--- config.mk ---
export PLATFORM = sky130hd
export DESIGN_NAME = snn_stage_sequencer
export DESIGN_NICKNAME = d
export VERILOG_FILES = /design/src/rtl/snn_ctrl_pkg.sv /design/src/rtl/snn_next_stage_finder.sv /design/src/rtl/snn_stage_sequencer.sv
export SDC_FILE = /design/constraint.sdc
export NUM_CORES = 1
export LEC_CHECK = 0
export CAP_MARGIN = 5
export CELL_PAD_IN_SITES_DETAIL_PLACEMENT = 1
export CELL_PAD_IN_SITES_GLOBAL_PLACEMENT = 2
export CORE_ASPECT_RATIO = 1.4
export CORE_MARGIN = 2
export CORE_UTILIZATION = 29
export DETAILED_ROUTE_END_ITERATION = 10
export PLACE_DENSITY_LB_ADDON = 0.1
export SKIP_CTS_REPAIR_TIMING = 1
export SLEW_MARGIN = 20
export SYNTH_ARGS = -nofsm -noshare
export SYNTH_HDL_FRONTEND = slang
export SYNTH_SLANG_ARGS = --single-unit
--- constraint.sdc ---
create_clock -name clk -period 2.75 [get_ports clk]
set_input_delay 0.55 -clock clk [delete_from_list [all_inputs] [get_ports clk]]
set_output_delay 0.55 -clock clk [all_outputs]
set_load 0.005 [all_outputs]
--- src/rtl/snn_ctrl_pkg.sv ---
// Shared types and defaults for the SNN stage sequencing control path.
package snn_ctrl_pkg;

  localparam int unsigned DEF_N_STAGES = 3;
  localparam int unsigned DEF_TS_W     = 16;
  localparam int unsigned DEF_TO_W     = 12;

  // Per-stage mode encoding carried on stage_mode
  localparam logic MODE_CONV = 1'b1;
  localparam logic MODE_POOL = 1'b0;

  typedef enum logic [2:0] {
    S_IDLE,
    S_ISSUE,
    S_WAIT_ACK,
    S_WAIT_DONE,
    S_ADVANCE,
    S_PAUSED,
    S_FINISH,
    S_ERROR
  } seq_state_t;

endpackage

--- src/rtl/snn_next_stage_finder.sv ---
// Priority search over the stage mask: lowest set bit overall and lowest set bit above cur_idx.
module snn_next_stage_finder #(
  parameter int unsigned N_STAGES = 3,
  parameter int unsigned IDX_W    = 2
) (
  input  logic [N_STAGES-1:0] mask,
  input  logic [IDX_W-1:0]    cur_idx,
  output logic [IDX_W-1:0]    next_idx,
  output logic                next_valid,
  output logic [IDX_W-1:0]    first_idx
);

  // Scan high to low so the last hit is the lowest qualifying index
  always_comb begin
    next_idx   = '0;
    next_valid = 1'b0;
    first_idx  = '0;
    for (int i = int'(N_STAGES) - 1; i >= 0; i--) begin
      if (mask[i]) begin
        first_idx = IDX_W'(i);
        if (i > int'(cur_idx)) begin
          next_idx   = IDX_W'(i);
          next_valid = 1'b1;
        end
      end
    end
  end

endmodule

--- src/rtl/snn_stage_sequencer.sv ---
// Sequences masked processing stages across timesteps with enable/active/ready handshakes,
// pause at stage boundaries, abort with soft clear, and per-phase handshake timeout.
module snn_stage_sequencer
  import snn_ctrl_pkg::*;
#(
  parameter int unsigned N_STAGES = DEF_N_STAGES,
  parameter int unsigned TS_W     = DEF_TS_W,
  parameter int unsigned TO_W     = DEF_TO_W,
  parameter int unsigned IDX_W    = (N_STAGES > 1) ? $clog2(N_STAGES) : 1
) (
  input  logic                clk,
  input  logic                reset_n,
  input  logic                start,
  input  logic                abort,
  input  logic                pause,
  input  logic [TS_W-1:0]     num_timesteps,
  input  logic [N_STAGES-1:0] stage_mask,
  input  logic [N_STAGES-1:0] mode_cfg,
  input  logic [TO_W-1:0]     timeout_cycles,
  input  logic [N_STAGES-1:0] stage_active,
  input  logic [N_STAGES-1:0] stage_ready,
  output logic [N_STAGES-1:0] stage_enable,
  output logic [N_STAGES-1:0] stage_mode,
  output logic                stage_clear,
  output logic                busy,
  output logic                done,
  output logic                error,
  output logic [IDX_W-1:0]    err_stage,
  output logic [IDX_W-1:0]    cur_stage,
  output logic [TS_W-1:0]     cur_timestep
);

  seq_state_t state_q, state_d;

  logic [TS_W-1:0]     num_ts_q, num_ts_d;
  logic [N_STAGES-1:0] mask_q, mask_d;
  logic [TO_W-1:0]     to_q, to_d;
  logic [TO_W-1:0]     cnt_q, cnt_d;

  logic [N_STAGES-1:0] stage_enable_d, stage_mode_d;
  logic                stage_clear_d, busy_d, done_d, error_d;
  logic [IDX_W-1:0]    err_stage_d, cur_stage_d;
  logic [TS_W-1:0]     cur_timestep_d;

  logic [N_STAGES-1:0] find_mask;
  logic [IDX_W-1:0]    next_idx, first_idx;
  logic                next_valid;
  logic                to_en, to_expire;

  // In IDLE the first stage comes from the incoming mask; afterwards from the latched one
  assign find_mask = (state_q == S_IDLE) ? stage_mask : mask_q;
  assign to_en     = (to_q != '0);
  assign to_expire = to_en && (cnt_q <= TO_W'(1));

  snn_next_stage_finder #(
    .N_STAGES (N_STAGES),
    .IDX_W    (IDX_W)
  ) u_finder (
    .mask       (find_mask),
    .cur_idx    (cur_stage),
    .next_idx   (next_idx),
    .next_valid (next_valid),
    .first_idx  (first_idx)
  );

  // Next-state, datapath updates and registered-output precompute
  always_comb begin
    state_d        = state_q;
    num_ts_d       = num_ts_q;
    mask_d         = mask_q;
    to_d           = to_q;
    cnt_d          = cnt_q;
    stage_mode_d   = stage_mode;
    cur_stage_d    = cur_stage;
    cur_timestep_d = cur_timestep;
    error_d        = error;
    err_stage_d    = err_stage;
    stage_clear_d  = 1'b0;

    if (abort && (state_q != S_IDLE)) begin
      state_d       = S_IDLE;
      stage_clear_d = 1'b1;
    end else begin
      case (state_q)
        S_IDLE: begin
          if (start) begin
            num_ts_d       = num_timesteps;
            mask_d         = stage_mask;
            stage_mode_d   = mode_cfg;
            to_d           = timeout_cycles;
            error_d        = 1'b0;
            err_stage_d    = '0;
            cur_timestep_d = '0;
            cur_stage_d    = first_idx;
            state_d        = ((num_timesteps == '0) || (stage_mask == '0)) ? S_FINISH : S_ISSUE;
          end
        end
        S_ISSUE: begin
          cnt_d   = to_q;
          state_d = S_WAIT_ACK;
        end
        S_WAIT_ACK: begin
          if (stage_active[cur_stage]) begin
            cnt_d   = to_q;
            state_d = S_WAIT_DONE;
          end else if (to_expire) begin
            state_d       = S_ERROR;
            error_d       = 1'b1;
            err_stage_d   = cur_stage;
            stage_clear_d = 1'b1;
          end else if (to_en) begin
            cnt_d = cnt_q - TO_W'(1);
          end
        end
        S_WAIT_DONE: begin
          if (!stage_active[cur_stage] && stage_ready[cur_stage]) begin
            state_d = S_ADVANCE;
          end else if (to_expire) begin
            state_d       = S_ERROR;
            error_d       = 1'b1;
            err_stage_d   = cur_stage;
            stage_clear_d = 1'b1;
          end else if (to_en) begin
            cnt_d = cnt_q - TO_W'(1);
          end
        end
        S_ADVANCE: begin
          if (next_valid) begin
            cur_stage_d = next_idx;
            state_d     = pause ? S_PAUSED : S_ISSUE;
          end else if (cur_timestep == (num_ts_q - TS_W'(1))) begin
            state_d = S_FINISH;
          end else begin
            cur_timestep_d = cur_timestep + TS_W'(1);
            cur_stage_d    = first_idx;
            state_d        = pause ? S_PAUSED : S_ISSUE;
          end
        end
        S_PAUSED: begin
          if (!pause) state_d = S_ISSUE;
        end
        S_FINISH: state_d = S_IDLE;
        S_ERROR:  state_d = S_IDLE;
        default:  state_d = S_IDLE;
      endcase
    end

    busy_d         = (state_d != S_IDLE);
    done_d         = (state_d == S_FINISH);
    stage_enable_d = (state_d == S_ISSUE) ? (N_STAGES'(1) << cur_stage_d) : '0;
  end

  // State, latched configuration and registered outputs
  always_ff @(posedge clk or negedge reset_n) begin
    if (!reset_n) begin
      state_q      <= S_IDLE;
      num_ts_q     <= '0;
      mask_q       <= '0;
      to_q         <= '0;
      cnt_q        <= '0;
      stage_enable <= '0;
      stage_mode   <= '0;
      stage_clear  <= 1'b0;
      busy         <= 1'b0;
      done         <= 1'b0;
      error        <= 1'b0;
      err_stage    <= '0;
      cur_stage    <= '0;
      cur_timestep <= '0;
    end else begin
      state_q      <= state_d;
      num_ts_q     <= num_ts_d;
      mask_q       <= mask_d;
      to_q         <= to_d;
      cnt_q        <= cnt_d;
      stage_enable <= stage_enable_d;
      stage_mode   <= stage_mode_d;
      stage_clear  <= stage_clear_d;
      busy         <= busy_d;
      done         <= done_d;
      error        <= error_d;
      err_stage    <= err_stage_d;
      cur_stage    <= cur_stage_d;
      cur_timestep <= cur_timestep_d;
    end
  end

endmodule

=== Word level (Yosys, flattened, before mapping) ===
Index checks and enable logic that the tools add are counted.
W data, S select, Z words.

* Flip-flop bits (word level): 76
* Input bits: 45
* Output and inout port bits: 30
* Logic and storage cells: 114

* $add $sub $neg: 3
* Order comparisons: 4
* Equal/unequal tests: 15
* Shift operators: 1
* Muxes and demuxes: 57
* Bitwise gates (word level): 1
* Reduce and logical (&&, ||, !) cells: 19

{| class="wikitable"
|+ Operators with widths
! cell !! number
|-
| $mux W12 || 4
|-
| $mux W16 || 3
|-
| $mux W3 || 12
|-
| $pmux W12 S3 || 1
|-
| $pmux W16 S2 || 1
|-
| $mux W2 || 15
|-
| $pmux W3 S7 || 1
|-
| $add A16 B1 Y16 const B || 1
|-
| $eq A16 B16 Y1 || 1
|-
| $logic_not A16 Y1 || 1
|-
| $sub A16 B1 Y16 const B || 1
|-
| $eq A3 B3 Y1 const B || 5
|-
| $mux W1 || 14
|-
| $le A12 B1 Y1 const B || 1
|-
| $reduce_bool A12 Y1 || 1
|-
| $reduce_bool A3 Y1 || 4
|-
| $sub A12 B1 Y12 const B || 1
|-
| $ne A2 B2 Y1 const B || 5
|-
| $reduce_and A5 Y1 || 2
|-
| $eq A3 B1 Y1 const B || 2
|-
| $eq A3 B2 Y1 const B || 2
|-
| $logic_not A3 Y1 || 2
|-
| $pmux W2 S3 || 1
|-
| $reduce_and A3 Y1 || 2
|-
| 14 further kinds || 17
|}

=== Depth between registers and ports, before layout ===
* Word-level depth: 11
* Mapped depth: 12
* Mapped depth without buffers: 11

=== Hierarchy ===
Synthesis repeated with hierarchy kept, for this count alone.

* Cell total of the unflattened synthesis: 544
* Area total of the unflattened synthesis: 4535.6 sq um

{| class="wikitable"
|+ Modules (own cells, without submodules)
! module !! instances !! cells an instance !! area each (sq um) !! sequential area each (sq um)
|-
| snn_stage_sequencer || 1 || 537 || 4493.1 || 1901.8
|-
| snn_next_stage_finder || 1 || 7 || 42.5 || 0.0
|}

=== Worst setup path after synthesis ===
Ideal clock, no wire load.

* Kind: reg-to-reg
* Start point: register num_ts_q[2]
* End point: register cur_timestep[8]
* Setup time: 0.129 ns
* Arrival time: 2.910 ns
* Required time: 2.621 ns
* Setup slack: -0.289 ns
* Cell stages (with the launch flop): 11
* Clock period less this slack: 3.039 ns
* Cell sequence: dfrtp_1 > buf_6 > or3_1 > clkbuf_2 > or4_1 > a2111o_1 > and4b_1 > nand3_1 > or4_4 > a21oi_1 > o31ai_1

* Longest elaborated chain between the ends: 4

{| class="wikitable"
|+ Ends and longest elaborated chain
! item !! line !! RTL
|-
| from (decl) || snn_stage_sequencer.sv:35 || <nowiki>logic [TS_W-1:0] num_ts_q, num_ts_d;</nowiki>
|-
| from (signal assigned) || snn_stage_sequencer.sv:172 || <nowiki>num_ts_q <= num_ts_d;</nowiki>
|-
| $sub A16 B1 Y16 || snn_stage_sequencer.sv:131 || <nowiki>end else if (cur_timestep == (num_ts_q - TS_W'(1))) begin</nowiki>
|-
| $eq A16 B16 Y1 || snn_stage_sequencer.sv:131 ||
|-
| $ne A2 B2 Y1 (no line) || - ||
|-
| $reduce_and A5 Y1 (no line) || - ||
|-
| to (signal assigned) || snn_stage_sequencer.sv:184 || <nowiki>cur_timestep <= cur_timestep_d;</nowiki>
|-
| to (decl) || snn_stage_sequencer.sv:30 || <nowiki>output logic [TS_W-1:0] cur_timestep</nowiki>
|}

No other way between the ends.
A chain may end at the register's enable or synchronous reset.

=== Worst setup path in the final report ===
* Start point: register num_ts_q[4]
* End point: register cur_timestep[10]

Same word-level chain as after synthesis.

==> results_dict.tcl <==
set metrics [dict create \
    fin_util_pct 44.5 \
    violations "setup timing" \
    clockRootBuffer "clkbuf_16" \
    finalCriticalPeriod_ps 3010 \
    cts_tree "done" \
    synth_edf_count 0 \
    startpoint_type "flop" \
    worst_r2r_startpoint "num_ts_q[4]" \
    tightestPinTransition_ps 690 \
    hold_class "input port to async pin" \
    power.density_mw_per_mm2 1010 \
    crit_fanout 5 \
    clk_path_buf_depth 2 \
    nets 773 \
    grt_pass1_vias 5342 \
    setup_viol 22 \
    initial_utilization_pct 29.8 \
    firstDrtPassIters 4 \
    drt-initial-drc-count 223 \
    grt_max_degree 47 \
    critPathKind "flop to flop" \
    drtAntennaViolNets 0 \
    diodes 0 \
    routedWlPerCell_microns 19.1 \
    ys_ff_latch 76 \
    synth_area_sq_mm 0.00467 \
    yosysWarnings 0 \
    end_kind "flop" \
    finalCritPeriodShare_pct 109 \
    clock_latency_ps 350 \
    syn_nets 613 \
    yosysUniqueCellTypes 71 \
    synth_top_area_cell "dfrtp_1" \
    place.gp.congestion 0.799 \
    dp_hpwl_microns 13200 \
    wl_microns 17700 \
    rsz0062_at_grt "true" \
    portBuffers 74 \
    syn_inst 564 \
    pin_count 75 \
    yosys.area.top_type_share_pct 40.8 \
    numCtsBuffers 9 \
    synth_most_common_cell "nand2_1" \
    rows 54 \
    arrival_ps 3290 \
    startpoint "num_ts_q[4]" \
    vdd_drop_max_mv 0.439 \
    clkSlewWorstSetupHoldPaths_ps 70 \
    cp.required_ps 3030 \
    syn_to_final_growth_pct 49.4 \
    cts-htree-levels 3 \
    maxCapViolations 0 \
    seq_area_frac_synth_pct 40.8 \
    fmaxAchievable_ghz 0.333 \
    finClkSkew_ps 7.89 \
    grtUsageTotal_pct 20.7 \
    cts.sinks 76 \
    status "complete, but fails checks" \
    syn_area_per_cell_sq_um 8.27 \
    die_width_microns 111 \
    netlist_top_cells_count "nand2_1 (129), dfrtp_1 (76), nor2_1 (37), a21oi_1 (28), o21ai_0 (27)" \
    pre_cts_ws_ps -415 \
    dieArea_sq_mm 0.0171 \
    fp.dieH_microns 154 \
    p_leak_nw 3.06 \
    vias 4969 \
    fin_ws_ps -255 \
    hold_viol 0 \
    slew_viol_final 0 \
    synthArstFlopShare_pct 100 \
    grt_pass1_wl_microns 28200 \
    drive_gt1_share_pct 24.3 \
    slew_headroom_pct 53.4 \
    synthFlopType "dfrtp_1" \
    core_area_sq_mm 0.0157 \
    antenna_found_initial 0 \
    drc 0 \
    routed_via_density 5.37 \
    synth_top_cells_by_area "dfrtp_1 (41%), nand2_1 (10%), a21oi_1 (3.0%), nor2_1 (3.0%), o21ai_0 (2.9%)" \
    globalRoute.totalOverflow 0 \
]
-- final timing paths --
path,end,slack [ps],depth (start not counted)
hold / removal,stage_mode[0],200,1
setup reg to reg,cur_timestep[10],-260,8
hold reg to reg,stage_mode[1],480,2
setup / recovery,cur_timestep[10],-260,8
min in group clk,stage_mode[1],480,2
max in group asynchronous,stage_enable[1],1930,2
-- cell type report --
type,instances,area (sq um)
Tap cell,196,245
Clock inverter,6,93.8
Multi-Input combinational cell,439,2820
Clock buffer,10,239
Timing Repair Buffer,177,1590
Sequential cell,76,1910
Fill cell,1829,8700
Inverter,21,78.8
-- critical path: stages (launching register included) --
cell      delay, ps
dfrtp_2         440
or3_4           400
or4_1           410
a2111o_1        390
and4b_1         290
nand3_1          90
or4_4           500
a311oi_2        280
a31o_1          140
-- kinds of logic (layout without fill, tap and decap cells) --
family          count (synthesis)  after routing  synth area share, %
buf+inv                        50            214                 4.24
fa+ha+maj                       4              4                 1.07
mux                             5              5                 1.13
flops                          76             76                 40.8
xor+xnor                       19             19                 3.86
compound gates                130            131                 19.4
simple gates                  280            280                 29.6
-- power breakdown --
group | total (mW) | internal, mW | switching, mW
Sequential | 1.94 | 1.51 | 0.433
Combinational | 3.70 | 1.79 | 1.91
Clock | 1.38 | 0.831 | 0.545
-- cells in the final DEF, fill, tap and decap left out, types with 6 or more instances in the layout --
master           count
clkdlybuf4s50_1     73
o22ai_1              6
o21ai_0             24
xor2_1               9
clkbuf_16            9
o211ai_1             7
a21oi_1             24
o31ai_1              6
nand2_1            128
nand2b_1             9
nand3_1             17
and3_1               9
nor2_1              35
buf_4               95
a22oi_1              7
nor4_1              11
dfrtp_1             73
xnor2_1              8
inv_1               20
nor3_1              11
-- flip-flops by register name (all words and copies together), names as in the netlist --
signal and flops:
error 1, stage_clear 1, stage_mode 3, cnt_q 12, num_ts_q 16, err_stage 2, busy 1, stage_enable 3
to_q 12, done 1, state_q 3, mask_q 3, cur_stage 2, cur_timestep 16
-- metal layers --
layer / vias to the layer above / global-route usage [%] / share of wire [%]
met1: 2538 / 22.5 / 39
li1: 2346 / - / -
met5: - / 0 / 0
met2: 70 / 41.0 / 58
met4: 0 / 6.53 / 1.4
met3: 15 / 2.76 / 2.0
-- through the flow --
stage	TNS [ps]	std cells	cell area, sq um	power (mW)	hold WS [ps]
6_report	-3430	925	6970	7.02	200
5_1_grt	-5700	925	6970	7.56	238
4_1_cts	-6570	918	6660	6.73	227
3_5_place_dp	-6000	902	6320	5.30	467
3_3_place_gp	-4440	902	6320	5.21	458
2_1_floorplan	-1570	564	4680	3.69	254
Power figures use the tool's default switching activity.
